File: config.mk
export PLATFORM = sky130hd
export DESIGN_NAME = banco_arbiter
export DESIGN_NICKNAME = d
export VERILOG_FILES = /design/src/rtl/banco_arbiter.sv
export SDC_FILE = /design/constraint.sdc
export NUM_CORES = 1
export LEC_CHECK = 0
export CAP_MARGIN = 0
export CELL_PAD_IN_SITES_DETAIL_PLACEMENT = 0
export CELL_PAD_IN_SITES_GLOBAL_PLACEMENT = 2
export CORE_MARGIN = 4
export CORE_UTILIZATION = 27
export CTS_BUF_LIST = sky130_fd_sc_hd__clkbuf_4 sky130_fd_sc_hd__clkbuf_8 sky130_fd_sc_hd__clkbuf_16
export CTS_CLUSTER_SIZE = 40
export DETAILED_ROUTE_END_ITERATION = 7
export MAX_ROUTING_LAYER = met4
export PLACE_DENSITY = 0.84
export RECOVER_POWER = 50
export SYNTH_ARGS = -nofsm -noshare
export SYNTH_HDL_FRONTEND = slang
export SYNTH_SLANG_ARGS = --single-unit
export TNS_END_PERCENT = 1
File: constraint.sdc
create_clock -name clk -period 4.2 [get_ports clk]
set_input_delay 0.42 -clock clk [delete_from_list [all_inputs] [get_ports clk]]
set_output_delay 0.42 -clock clk [all_outputs]
set_load 0.02 [all_outputs]
File: src/rtl/banco_arbiter.sv
// banco_arbiter: two-requester round-robin front end for a dual-read-port
// register bank. One transaction is in flight at a time: a grant in IDLE,
// an ISSUE cycle that drives the bank, an optional CAPTURE cycle for reads,
// and a RESP cycle that is held until the owner consumes the response.
module banco_arbiter #(
    parameter int DATA_W = 16,
    parameter int ADDR_W = 4
) (
    input  logic              clk,
    input  logic              rst_n,

    input  logic              i_req0_valid,
    output logic              o_req0_ready,
    input  logic              i_req0_we,
    input  logic [ADDR_W-1:0] i_req0_addr_a,
    input  logic [ADDR_W-1:0] i_req0_addr_b,
    input  logic [DATA_W-1:0] i_req0_wdata,
    output logic              o_rsp0_valid,
    input  logic              i_rsp0_ready,
    output logic [DATA_W-1:0] o_rsp0_data_a,
    output logic [DATA_W-1:0] o_rsp0_data_b,

    input  logic              i_req1_valid,
    output logic              o_req1_ready,
    input  logic              i_req1_we,
    input  logic [ADDR_W-1:0] i_req1_addr_a,
    input  logic [ADDR_W-1:0] i_req1_addr_b,
    input  logic [DATA_W-1:0] i_req1_wdata,
    output logic              o_rsp1_valid,
    input  logic              i_rsp1_ready,
    output logic [DATA_W-1:0] o_rsp1_data_a,
    output logic [DATA_W-1:0] o_rsp1_data_b,

    output logic [ADDR_W-1:0] o_bank_reg_a,
    output logic [ADDR_W-1:0] o_bank_reg_b,
    output logic              o_bank_rw,
    output logic [DATA_W-1:0] o_bank_wdata,
    input  logic [DATA_W-1:0] i_bank_rdata_a,
    input  logic [DATA_W-1:0] i_bank_rdata_b
);

    typedef enum logic [1:0] {
        IDLE    = 2'd0,
        ISSUE   = 2'd1,
        CAPTURE = 2'd2,
        RESP    = 2'd3
    } state_t;

    state_t r_state;
    state_t w_state_next;

    // r_owner is both the owner of the current transaction and the
    // round-robin pointer (the last requester granted). Reset to 1 so that
    // requester 0 wins the first tie.
    logic              r_owner;
    logic              r_we;
    logic [ADDR_W-1:0] r_bank_reg_a;
    logic [ADDR_W-1:0] r_bank_reg_b;
    logic [DATA_W-1:0] r_bank_wdata;
    logic [DATA_W-1:0] r_rsp0_data_a;
    logic [DATA_W-1:0] r_rsp0_data_b;
    logic [DATA_W-1:0] r_rsp1_data_a;
    logic [DATA_W-1:0] r_rsp1_data_b;

    logic              w_grant_any;
    logic              w_grant_id;
    logic              w_sel_we;
    logic [ADDR_W-1:0] w_sel_addr_a;
    logic [ADDR_W-1:0] w_sel_addr_b;
    logic [DATA_W-1:0] w_sel_wdata;
    logic              w_owner_rsp_ready;

    // Arbitration: only in IDLE and never while reset is asserted, so ready
    // drops the instant rst_n falls. On a tie the non-last requester wins.
    always_comb begin
        w_grant_any  = 1'b0;
        w_grant_id   = 1'b0;
        if (rst_n && (r_state == IDLE) && (i_req0_valid || i_req1_valid)) begin
            w_grant_any = 1'b1;
            if (i_req0_valid && i_req1_valid) begin
                w_grant_id = ~r_owner;
            end else begin
                w_grant_id = i_req1_valid;
            end
        end
        w_sel_we     = w_grant_id ? i_req1_we     : i_req0_we;
        w_sel_addr_a = w_grant_id ? i_req1_addr_a : i_req0_addr_a;
        w_sel_addr_b = w_grant_id ? i_req1_addr_b : i_req0_addr_b;
        w_sel_wdata  = w_grant_id ? i_req1_wdata  : i_req0_wdata;
    end

    assign o_req0_ready      = w_grant_any && !w_grant_id;
    assign o_req1_ready      = w_grant_any &&  w_grant_id;
    assign w_owner_rsp_ready = r_owner ? i_rsp1_ready : i_rsp0_ready;

    // Next-state logic: writes skip CAPTURE since no read data is needed.
    always_comb begin
        w_state_next = r_state;
        case (r_state)
            IDLE:    if (w_grant_any) w_state_next = ISSUE;
            ISSUE:   w_state_next = r_we ? RESP : CAPTURE;
            CAPTURE: w_state_next = RESP;
            RESP:    if (w_owner_rsp_ready) w_state_next = IDLE;
            default: w_state_next = IDLE;
        endcase
    end

    // State register.
    always_ff @(posedge clk or negedge rst_n) begin
        if (!rst_n) begin
            r_state <= IDLE;
        end else begin
            r_state <= w_state_next;
        end
    end

    // Latch the granted command; the bank address/data registers double as
    // the command latch so the bank ports hold their values between uses.
    always_ff @(posedge clk or negedge rst_n) begin
        if (!rst_n) begin
            r_owner      <= 1'b1;
            r_we         <= 1'b0;
            r_bank_reg_a <= '0;
            r_bank_reg_b <= '0;
            r_bank_wdata <= '0;
        end else if (w_grant_any) begin
            r_owner      <= w_grant_id;
            r_we         <= w_sel_we;
            r_bank_reg_a <= w_sel_addr_a;
            r_bank_reg_b <= w_sel_addr_b;
            r_bank_wdata <= w_sel_wdata;
        end
    end

    // Response data: write echo leaves data_b untouched; reads capture both
    // bank ports one cycle after the addresses were presented.
    always_ff @(posedge clk or negedge rst_n) begin
        if (!rst_n) begin
            r_rsp0_data_a <= '0;
            r_rsp0_data_b <= '0;
            r_rsp1_data_a <= '0;
            r_rsp1_data_b <= '0;
        end else if ((r_state == ISSUE) && r_we) begin
            if (r_owner) r_rsp1_data_a <= r_bank_wdata;
            else         r_rsp0_data_a <= r_bank_wdata;
        end else if (r_state == CAPTURE) begin
            if (r_owner) begin
                r_rsp1_data_a <= i_bank_rdata_a;
                r_rsp1_data_b <= i_bank_rdata_b;
            end else begin
                r_rsp0_data_a <= i_bank_rdata_a;
                r_rsp0_data_b <= i_bank_rdata_b;
            end
        end
    end

    assign o_rsp0_valid  = (r_state == RESP) && !r_owner;
    assign o_rsp1_valid  = (r_state == RESP) &&  r_owner;
    assign o_rsp0_data_a = r_rsp0_data_a;
    assign o_rsp0_data_b = r_rsp0_data_b;
    assign o_rsp1_data_a = r_rsp1_data_a;
    assign o_rsp1_data_b = r_rsp1_data_b;

    assign o_bank_reg_a  = r_bank_reg_a;
    assign o_bank_reg_b  = r_bank_reg_b;
    assign o_bank_wdata  = r_bank_wdata;
    assign o_bank_rw     = (r_state == ISSUE) && r_we;

endmodule

# Word level (Yosys, flattened, before mapping)
# Index checks and enable logic that the tools add are counted.
[totals]
ff_bits = 92
inputBits = 88
elab_cells = 55
output_inout_bits = 93
[op_classes]
eq_ne = 5
n_bitwise = 2
reduce_logical = 18
n_mux = 20
[ops]
columns = ["cell", "count"]
rows = [
  ["$mux W16", 9],
  ["$logic_and A1 B1 Y1", 8],
  ["$mux W4", 2],
  ["$pmux W2 S4", 1],
  ["$mux W1", 6],
  ["$reduce_and A2 Y1", 3],
  ["$reduce_and A3 Y1", 2],
  ["$eq A2 B2 Y1 const B", 2],
  ["$mux W2", 2],
  ["$ne A2 B2 Y1 const B", 2],
  ["$eq A2 B1 Y1 const B", 1],
  ["$logic_not A1 Y1", 2],
  ["$logic_not A2 Y1", 1],
  ["$not A1 Y1", 2],
  ["$reduce_bool A2 Y1", 1],
  ["$logic_or A1 B1 Y1", 1],
]

# Longest topological paths before layout
# Gate-level depths: netlist (run 1).
[depth]
ltp_word = 6
mapped_depth = 8
ltp_nobuf = 5

# Least setup slack after synthesis (run 1)
# Ideal clock, no wire load.
[synth_timing]
path_type = "register -> output"
startpoint = "register r_state[0]"
endpoint = "output port o_req1_ready"
path_slack_ns = 2.293
stages_incl_launch_ff = 7
required_time_ns = 3.780
t_arrival_ns = 1.487
n_path_buf = 2
path_cell_list = "dfrtp_1 > inv_1 > ha_1 > and3_1 > clkbuf_1 > buf_2 > and2_1"
[synth_between]
elab_chain_len = 5
elab_cells_between_ends = 6
cone_classes = "2 x mux; 4 x reduce/logical"
[synth_lines]
columns = ["element", "line", "text"]
rows = [
  ["start, declared", "49", "state_t r_state;"],
  ["start signal, assigned", "113", "r_state <= w_state_next;"],
  ["$logic_not A2 Y1 *", "78", "if (rst_n && (r_state == IDLE) && (i_req0_valid || i_req1_valid)) begin"],
  ["$logic_and A1 B1 Y1 * (2 in series)", "78", ""],
  ["$mux W1", "78", ""],
  ["$logic_and A1 B1 Y1 *", "93", "assign o_req1_ready = w_grant_any && w_grant_id;"],
  ["end, declared", "24", "output logic o_req1_ready,"],
]
# Mark *: on every way between the ends. The rest lies on a longest branch, timed or not.

# Worst setup path in the final report (run 1)
[layout_timing]
startpoint = "register r_owner"
endpoint = "output port o_req0_ready"
[layout_between]
elab_chain_len = 5
[layout_lines]
columns = ["element", "line", "text"]
rows = [
  ["start, declared", "55", "logic r_owner;"],
  ["start signal, assigned", "127", "r_owner <= w_grant_id;"],
  ["$not A1 Y1 (no line)", "--", ""],
  ["$mux W1", "80", "if (i_req0_valid && i_req1_valid) begin"],
  ["$mux W1", "78", ""],
  ["$logic_not A1 Y1", "92", "assign o_req0_ready = w_grant_any && !w_grant_id;"],
  ["$logic_and A1 B1 Y1", "92", ""],
  ["end, declared", "13", "output logic o_req0_ready,"],
]
# Every way passes these cells.

==> results by group, run 1 <==
Outcome
  • Outcome: finished, violations left
  • Violated checks: max-capacitance violations, max-slew violations

Floorplan
  • Core Region: ~15000 sq um
  • Die Y: between 100 and 150 um
  • Total die area: between 15000 and 20000 sq um
  • Initial core utilization: between 20% and 30%
  • Die X: 131 um
  • Row count: 44
  • # IOs: roughly 180

Layout
  • Ratio of cells with drive above 1 in the final layout: ~11%
  • Sequential Area: about 2300 sq um
  • Filler cells: ~1400
  • # diodes: 0
  • Footprint of the multi-input gates: around 1600 sq um
  • Area growth from synthesis to layout: 53.3%
  • Nets: between 600 and 700
  • Final core occ: 42.7%

Critical path
  • Reg2reg start: r_state[1]
  • CP endpoint kind: primary output
  • Crit path DAT: between 2 and 3 ns
  • Worst reg-to-reg path cell count: 5
  • Worst setup path start: r_owner
  • Worst Setup EP: o_req0_ready
  • Critical path class: register to primary output
  • Critical Path Fanout Max: 42
  • R2R Path End: o_rsp0_data_b[15]
  • Worst setup SP type: register
  • Worst path required time: 3.78 ns
  • Setup slack, reg-to-reg: approximately 1.8 ns

Power and ir drop
  • Leak: 2.69 nW
  • Clock share of power: ~15%
  • Switch share: ~40%
  • Sw power: a little under 2 mW
  • Combinational share of power: a little over half
  • Worst VDD drop: 208 uV
  • Sequential Power Share: between 30% and 40%
  • Total power per unit cell area: between 700 and 800 nW/um^2
  • Internal power: just under 3 mW

GRT
  • Tot GR Track Use: approximately 16%
  • Total grt overflow: 0
  • Largest net degree at the start of global routing: 68
  • Vias in the first global route: between 3000 and 4000
  • Initial antenna violation count: 0
  • First-pass GRT wire length: roughly 21000 um

Detailed routing
  • Routed WL per cell: roughly 19 um
  • Wirelength, routed: 13500 um
  • Initial DRC count: 151
  • DRC viols: 0
  • First-pass DRT Iterations: 5
  • Remaining antenna violation count: 0
  • Vias per inst: a little under 5
  • Via count: about 3500

Hold path
  • Hold WC Path Type: register to register
  • Hold depth: 2
  • Hold Path Origin: o_bank_reg_b[2]

Synthesis
  • Post-synth EDFFs: 0
  • FFs w/ async S/R, synth: 100%
  • Flops & latches, synth: between 90 and 100
  • Synthesized cell area: a little over 4000 sq um
  • Main synth FF type: dfrtp_1
  • Synth Instances: ~350
  • Synth Warn #: 0
  • Cell with the most instances after synthesis: dfrtp_1
  • Synth top cells by count: dfrtp_1 (91), a21oi_1 (53), o21ai_0 (51)
  • Post-synth top area cell: dfrtp_1
  • Top cells by area in the synthesized netlist: dfrtp_1 (56%), a21oi_1 (6.5%), mux2_2 (6.3%), o21ai_0 (6.2%), mux2i_1 (4.2%)
  • Post-Syn Nets: approximately 440
  • Register area share after synthesis: between 50% and 60%
  • Post-synth top area share: a little under three fifths
  • Syn Area/Cell: 11.6 sq um
  • Cell variety after synth: 28

Clocking
  • CTS H-Tree Depth: 3
  • CTS tree: yes
  • Clk root buf: clkbuf_16
  • Postcts setup bufs: 0
  • Clock buffer depth: 2
  • Clock tree sinks: between 90 and 100
  • Cts bufs inserted: 9
  • Post-CTS Hold Buffers: 0
  • Clock-pin slew on the worst setup and hold paths: approximately 0.060 ns
  • # resized after CTS: 0
  • Worst-skew pair later-pin latency: about 0.34 ns

Timing
  • Max Slew Vio Count: 98
  • Pin slew with the least headroom to its limit: around 1.7 ns
  • Total negative setup slack: 0 ns
  • Skew final: approximately 0.0066 ns
  • Fmax: between 0.2 and 0.3 GHz
  • Fin crit period: 3.37 ns
  • Max-slew headroom: -11.3%
  • Setup-failing EPs final: 0
  • Final hold vios: 0
  • RSZ-0062 raised after global routing: no
  • Period utilization: between 80 and 90%

Placed design
  • I/O Buffers: between 150 and 200
  • Post-DP HPWL: slightly above 10000 um
  • Final GP Congestion: about 0.81

Flow run
  • Max_cap viols: 2
-- cell type report --
| type | count | share of cell area, % |
|---|---|---|
| sequential | 92 | 36.7 |
| multi-input combinational | 227 | 26.0 |
| inverter | 3 | 0.179 |
| clock inverter | 2 | 0.199 |
| tap | 184 | 3.67 |
| timing repair buffer | 186 | 29.2 |
| clock buffer | 12 | 4.05 |
-- worst min-delay path by stage --
stage / end / slack [ns]
6_report: o_bank_reg_b[2] / 0.49
5_1_grt: o_rsp1_data_b[4] / 0.52
3_5_place_dp: o_bank_reg_a[0] / 0.47
2_1_floorplan: o_bank_reg_a[0] / 0.12
3_3_place_gp: o_bank_reg_b[2] / 0.48
4_1_cts: o_bank_wdata[13] / 0.13
-- critical path, stage by stage (launching register included) --
cell,delay (ns)
dfstp_2,0.51
buf_4,0.35
nand2b_1,0.64
and3_1,0.42
clkdlybuf4s50_1,0.67
-- layout by cell type (no fill, tap or decap), drive strengths merged --
master / count
a211oi: 1
a21o: 2
a21oi: 53
a221o: 6
a22o: 1
a32oi: 19
and2: 4
and3: 8
and3b: 1
buf: 4
clkbuf: 15
clkdlybuf4s50: 133
clkinv: 1
clkinvlp: 1
dfrtp: 91
dfstp: 1
dlygate4sd3: 46
ha: 4
inv: 3
mux2: 33
mux2i: 17
nand2: 21
nand2b: 2
nand3: 1
nor2b: 1
o211a: 1
o211ai: 1
o21ai: 51
-- flip-flops by register name, indices dropped and copies added, names as in the netlist --
name and count:
r_state 2, r_owner 1, r_we 1, o_rsp1_data_b 16, o_rsp1_data_a 16, o_bank_reg_a 4, o_bank_reg_b 4, o_rsp0_data_b 16
o_bank_wdata 16, o_rsp0_data_a 16
-- power by group through the flow --
| stage | Clock (mW) | Sequential, mW | Combinational, mW |
|---|---|---|---|
| CTS | 0.773 | 1.62 | 2.66 |
| global route | 0.810 | 1.66 | 2.74 |
| global placement | 0 | 1.63 | 2.62 |
| finish | 0.747 | 1.60 | 2.54 |
| detailed placement | 0 | 1.64 | 2.66 |
| floorplan | 0 | 2.07 | 0.970 |
-- cell families (layout without fill, tap and decap cells) --
group | after synthesis | count (layout) | synth area share [%]
flip-flops | 92 | 92 | 56.3
multiplexers | 50 | 50 | 14.2
adder cells (fa/ha/maj) | 4 | 4 | 1.22
AO/OA/AOI/OAI | 135 | 135 | 19.6
buffers and inverters | 33 | 203 | 3.91
AND/OR/NAND/NOR | 38 | 38 | 4.86
-- layer usage --
layer	vias to the layer above	track usage (%)	routed length, um	part of all wire, %
met5	-	-	0	0
met4	0	4.08	167	1.2
met3	17	5.62	1010	7.5
met2	169	24.0	6220	46
met1	1687	21.1	6110	45
li1	1633	-	-	-
-- metrics by stage --
stage	hold slack (ns)	area, sq um	setup slack (ns)	power [mW]	std cells
final	0.493	6270	0.832	4.89	706
after CTS	0.135	6280	0.807	5.06	706
after detailed placement	0.474	6020	1.18	4.29	692
after global placement	0.483	6020	1.26	4.24	692
after global routing	0.518	6270	0.496	5.22	706
after floorplan	0.124	4090	2.29	3.04	352
No activity file was read; power rests on OpenSTA's default activity.
==> inputs of run 2 (changes only) <==
--- a/config.mk
+++ b/config.mk
@@ -9,12 +9,12 @@
 export CELL_PAD_IN_SITES_DETAIL_PLACEMENT = 0
 export CELL_PAD_IN_SITES_GLOBAL_PLACEMENT = 2
 export CORE_MARGIN = 4
-export CORE_UTILIZATION = 27
+export CORE_UTILIZATION = 23
 export CTS_BUF_LIST = sky130_fd_sc_hd__clkbuf_4 sky130_fd_sc_hd__clkbuf_8 sky130_fd_sc_hd__clkbuf_16
 export CTS_CLUSTER_SIZE = 40
 export DETAILED_ROUTE_END_ITERATION = 7
 export MAX_ROUTING_LAYER = met4
-export PLACE_DENSITY = 0.84
+export PLACE_DENSITY = 0.76
 export RECOVER_POWER = 50
 export SYNTH_ARGS = -nofsm -noshare
 export SYNTH_HDL_FRONTEND = slang
==> constraint.sdc (replaced) <==
create_clock -name clk -period 2.8 [get_ports clk]
set_input_delay 0.28 -clock clk [delete_from_list [all_inputs] [get_ports clk]]
set_output_delay 0.28 -clock clk [all_outputs]
set_load 0.02 [all_outputs]
==> results by group, run 2 (synthesis gave the netlist of run 1 again) <==
Outcome
  • Outcome: finished, violations left
  • Violated checks: max-capacitance violations, max-slew violations

Flow run
  • Max_cap viols: 1 (-1)

Detailed routing
  • DRC viols: 0 (unchanged)
  • Vias per inst: 4.61 (-7.2%)
  • DR top layer: met4
  • Initial DRC count: 123 (-19%)
  • Via count: 3483 (-0.66%)
  • Remaining antenna violation count: 0 (unchanged)
  • Met2 WL post-DR: 6050 um (-2.8%)
  • Wirelength, routed: 13500 um (+0.24%)
  • M1 WL: 6350 um (+3.9%)
  • DR WL met3: 1000 um (-0.59%)
  • Routed WL per cell: 17.9 um (-6.4%)
  • First-pass DRT Iterations: 7 (+2)

Placed design
  • Final GP Congestion: 0.858 (+5.5%)
  • Setup slack after placement: 0.512 ns (-0.672 ns)
  • Post-DP HPWL: 10100 um (-0.38%)
  • Post-place instance area: 6110 sq um (+1.6%)
  • I/O Buffers: 180 (unchanged)
  • Placed Cells: 739 (+6.8%)

Critical path
  • Crit path DAT: 2.69 ns (-0.26 ns)
  • CP endpoint kind: register
  • Critical Path Fanout Max: 20 (-52%)
  • Worst path required time: 3.02 ns (-0.76 ns)
  • Worst reg-to-reg path cell count: 5 (unchanged)
  • Worst setup SP type: input pin
  • Setup slack, reg-to-reg: 0.56 ns (-1.19 ns)
  • Critical path class: input pin to register

Floorplan
  • Die Y: 141 um (+7.8%)
  • # IOs: 181 (unchanged)
  • Die X: 141 um (+7.8%)
  • Initial core utilization: 23.6% (-4.3 points)
  • Total die area: 20000 sq um (+16%)
  • Row count: 48 (+9.1%)
  • Core Region: 17400 sq um (+18%)

Timing
  • Fin crit period: between 2 and 2.5 ns
  • Setup-failing EPs final: 0 (unchanged)
  • Final hold vios: 0 (unchanged)
  • Max Slew Vio Count: 21 (-79%)
  • RSZ-0062 raised after global routing: no
  • Max-slew headroom: -7.15% (+4.1 points)
  • Setup WS post-layout: 0.332 ns (-0.500 ns)
  • Skew final: 0.00955 ns (+0.00299 ns)
  • Pin slew with the least headroom to its limit: 1.60 ns (-0.0686 ns)
  • Total negative setup slack: 0 ns (unchanged)
  • Period utilization: 88.2%
  • Fmax: 0.405 GHz

GRT
  • Tot GR Track Use: 13.9% (-2.2 points)
  • Largest net degree at the start of global routing: 53 (-22%)
  • Vias in the first global route: 3718 (+0.73%)
  • Total grt overflow: 0 (unchanged)
  • Initial antenna violation count: 0 (unchanged)
  • First-pass GRT wire length: 21200 um (-0.71%)

Power and ir drop
  • Leak: 2.79 nW (+3.6%)
  • Total power per unit cell area: 1160 nW/um^2 (+49%)
  • Worst VDD drop: 496 uV (+140%)

Clocking
  • Worst-skew pair later-pin latency: 0.34 ns (about the same)
  • Clock buffer depth: 2 (unchanged)
  • Cts bufs inserted: 9 (unchanged)
  • Clock tree sinks: 92 (unchanged)
  • CTS H-Tree Depth: 3 (unchanged)
  • CTS tree: yes
  • Clk root buf: clkbuf_16
  • Clock-pin slew on the worst setup and hold paths: 0.06 ns (about the same)
  • # resized after CTS: 0 (unchanged)

Layout
  • Post-layout instance area: 6430 sq um (+2.6%)
  • Post-Layout Cell Count: 756 (+7.1%)
  • # diodes: 0 (unchanged)
  • Ratio of cells with drive above 1 in the final layout: 12.1% (+1.3 points)
  • Commonest non-fill, non-tap cells in the layout: clkdlybuf4s50_1 (91), dfrtp_1 (91), dlygate4sd3_1 (89)
  • Final core occ: 37.1% (-5.6 points)
  • Nets: 618 (+1.1%)
  • Area growth from synthesis to layout: 57.2%

Hold path
  • Hold WC Path Type: input pin to async pin
-- run 2: through the flow --
stage | power (mW) | hold slack (ns)
6_report | 7.48 | 0.330
3_3_place_gp | 6.43 | 0.0877
2_1_floorplan | 4.56 | -0.0156
5_1_grt | 7.98 | 0.341
4_1_cts | 7.86 | 0.259
3_5_place_dp | 6.48 | 0.0865
-- run 2: final cells by class --
type | instances | area, sq um
clock inverter | 4 | 73.8
sequential | 92 | 2300
multi-input combinational | 227 | 1620
fill | 1690 | 10900
tap | 225 | 282
clock buffer | 12 | 248
inverter | 3 | 11.3
timing repair buffer | 193 | 1890
-- run 2: report_power, final --
part | switching, mW | internal, mW
registers | 0.412 | 1.99
logic | 2.06 | 1.69
clock network | 0.510 | 0.813
-- run 2: layer usage --
metal,vias up,global-route usage [%]
met5,-,-
met4,0,4.24
met3,11,3.40
met2,161,20.6
met1,1660,19.0
li1,1651,-
-- run 2: critical path, cell delays in order --
cell and delay, ns:
clkdlybuf4s50_1 0.49, o211ai_1 1.26, a22o_1 0.31, mux2_2 0.35
-- run 2: path summary, 6_finish.rpt --
kind	start	end
worst max register to register	r_state[0]	r_state[1]
worst min-delay path	rst_n	o_bank_wdata[1]
worst max-delay path	i_req0_valid	r_state[1]
min in group clk	o_bank_reg_b[2]	o_bank_reg_b[2]
max in group asynchronous	rst_n	o_rsp0_data_b[8]
worst min register to register	o_bank_reg_b[2]	o_bank_reg_b[2]
-- run 2: repair_timing --
| item | CTS | global route |
|---|---|---|
| endpoints found under the hold margin | 2 | 0 |
| buffers inserted | 0 | 0 |
| hold buffers | 1 | 0 |
==> edit: new RTL, config.mk and constraints of run 1 <==
`ADDR_W`: 4 -> 6.
--- a/src/rtl/banco_arbiter.sv
+++ b/src/rtl/banco_arbiter.sv
@@ -4,7 +4,7 @@
 // and a RESP cycle that is held until the owner consumes the response.
 module banco_arbiter #(
     parameter int DATA_W = 16,
-    parameter int ADDR_W = 4
+    parameter int ADDR_W = 6
 ) (
     input  logic              clk,
     input  logic              rst_n,
Ports: changed (6 resized); port bits go from 181 to 193. The function was not compared with the original's and may differ.
==> edit against run 1 <==
The flow still finishes with violations (max-capacitance violations, max-slew violations). Clock power increased by 28%. Sequential share of layout area decreased by 0.82 points. Combinational power increased by 5%. Via count increased by 4.6%. Synthesized area increased by 4.0%. Routed wire length increased by 2.3%. Sequential cell count increased by 4. Worst setup slack got worse by 170 ps. Non-clock buffer count increased by 15. Cell area increased by 6.7%. Total power increased by 8.1%. Critical path type is now input pin to output pin.
==> edit: results (changes against run 1) <==
status complete, but fails checks; violated checks max-capacitance violations, max-slew violations; Worst-path clk slew approximately 70 ps; # H-tree levels 3 (unchanged); # port buffers 192 (+6.7%); Worst Reg-to-Reg Cells 5 (unchanged); total inserted antenna cells 0 (unchanged); worst clock skew 7.02 ps (+0.456 ps); largest net degree at the start of global routing 69 (+1.5%); Sequential Power Share 31.5% (-1.3 points); Setup WS pre-CTS 1150 ps (-35.1 ps); Yosys cell types 28 (unchanged); Lkg Pwr 2.88 nW (+7.1%); Syn Nets 468 (+5.4%); Hold Path Class register to register; Root Buffer clkbuf_16; reg-to-reg critical path startpoint r_state[1]$_DFFE_PN0P_; Comb group 2.67 mW (+5%); worst skew pair latency 340 ps (about the same); total track usage 16.0% (-0.11 points); R2R setup slack 1790 ps (+40 ps); FFs w/ async S/R, synth 100% (unchanged); Min-Delay Path Depth 2 (unchanged); Post-CTS Setup Inserts 0 (unchanged); register area share after synthesis 56.5% (+0.20 points); WHS Endpoint o_bank_reg_a[2]$_DFFE_PN0P_; Final HPWL DP 10400 um (+2.4%); hold_sp o_bank_reg_a[2]$_DFFE_PN0P_; drt wl/cell 18.1 um (-5.4%); first-pass GRT wire length 21700 um (+1.5%); # fillers 1466 (+6.5%); worst flop-to-flop path endpoint o_rsp0_data_b[0]$_DFFE_PN0P_; Max rail drop VDD 0.000258 V (+24%); Synth Warn # 0 (unchanged); top cells by area, synth dfrtp_1 56%, a21oi_1 6.4%, o21ai_0 6.1%; sw frac 39.0% (-1.2 points); Psw 2.06 mW (+4.9%); Slew Limit Fails 102 (+4.1%); MaxCap Viol Count 2 (unchanged); Arrival @ worst endpoint 3120 ps (+170 ps); DP Area 0.00636 sq mm (+5.7%); Critical-path top delay cell clkbuf_1; Pre-Repair DR Iteration Count 4 (-1); antenna violations before repair 0 (unchanged); most frequent cell after synthesis dfrtp_1; number of global-route vias before repair 3876 (+5.0%); vias 3668 (+4.6%); Slew HR -17.8% (-6.6 points); gpl congestion 0.812 (-0.11%); nets@finish 648 (+6.1%); crit path max fanout 32 (-24%); CP max stage delay 1310 ps (+640 ps); number of gates resized after cts 0 (unchanged); layout cell share with drive strength beyond 1 10.7% (-0.059 points); Clock Path Buffers 2 (unchanged); most instantiated cells after synthesis 95 x dfrtp_1, 54 x a21oi_1, 52 x o21ai_0; DR iter-0 viols 152 (+0.66%); CTS Buf Count 9 (unchanged)
-- edit: final cells by class --
type | instances | area [sq um] | area share, %
clock inverter | 5 | 104 | 1.55
sequential | 96 | 2400 | 35.9
inverter | 3 | 11.3 | 0.168
tap | 211 | 264 | 3.94
timing repair buffer | 201 | 1970 | 29.5
clock buffer | 11 | 246 | 3.68
multi-input combinational | 237 | 1700 | 25.3
-- edit: critical path: cells and delay by family --
kind	cells	cell delay (ps)
and+or+nand+nor	2	530
buffers and inverters	3	2160
-- edit: worst max-delay path by stage --
stage                            from  depth (start not counted)  slack, ps                            to
2_1_floorplan  r_state[0]$_DFFE_PN0P_                          5       2410                  o_req0_ready
4_1_cts        r_state[0]$_DFFE_PN0P_                          5        790                  o_req0_ready
3_3_place_gp             i_req1_valid                          4       1180                  o_req0_ready
6_report                        rst_n                          5        660                  o_req1_ready
3_5_place_dp             i_req1_valid                          4       1150                  o_req0_ready
5_1_grt                         rst_n                          3        320  o_rsp1_data_b[0]$_DFFE_PN0P_
-- edit: through the flow --
| step | cells | hold WS [ps] |
|---|---|---|
| global placement | 748 | 469 |
| CTS | 764 | 143 |
| finish | 764 | 478 |
| detailed placement | 748 | 478 |
| floorplan | 368 | 124 |
| global route | 764 | 516 |
-- edit: logic make-up after synthesis --
group / Yosys count / share of synthesized area [%]
simple gates: 42 / 5.20
mux: 50 / 13.6
flops: 96 / 56.5
buf+inv: 35 / 3.68
fa+ha+maj: 4 / 1.18
compound gates: 141 / 19.8
-- edit: per-layer routing --
| layer | vias up | track usage [%] | wire length, um |
|---|---|---|---|
| li1 | 1723 | - | - |
| met1 | 1779 | 20.2 | 6210 |
| met2 | 149 | 25.2 | 6520 |
| met3 | 17 | 4.00 | 884 |
| met4 | 0 | 5.49 | 218 |
| met5 | - | - | 0 |
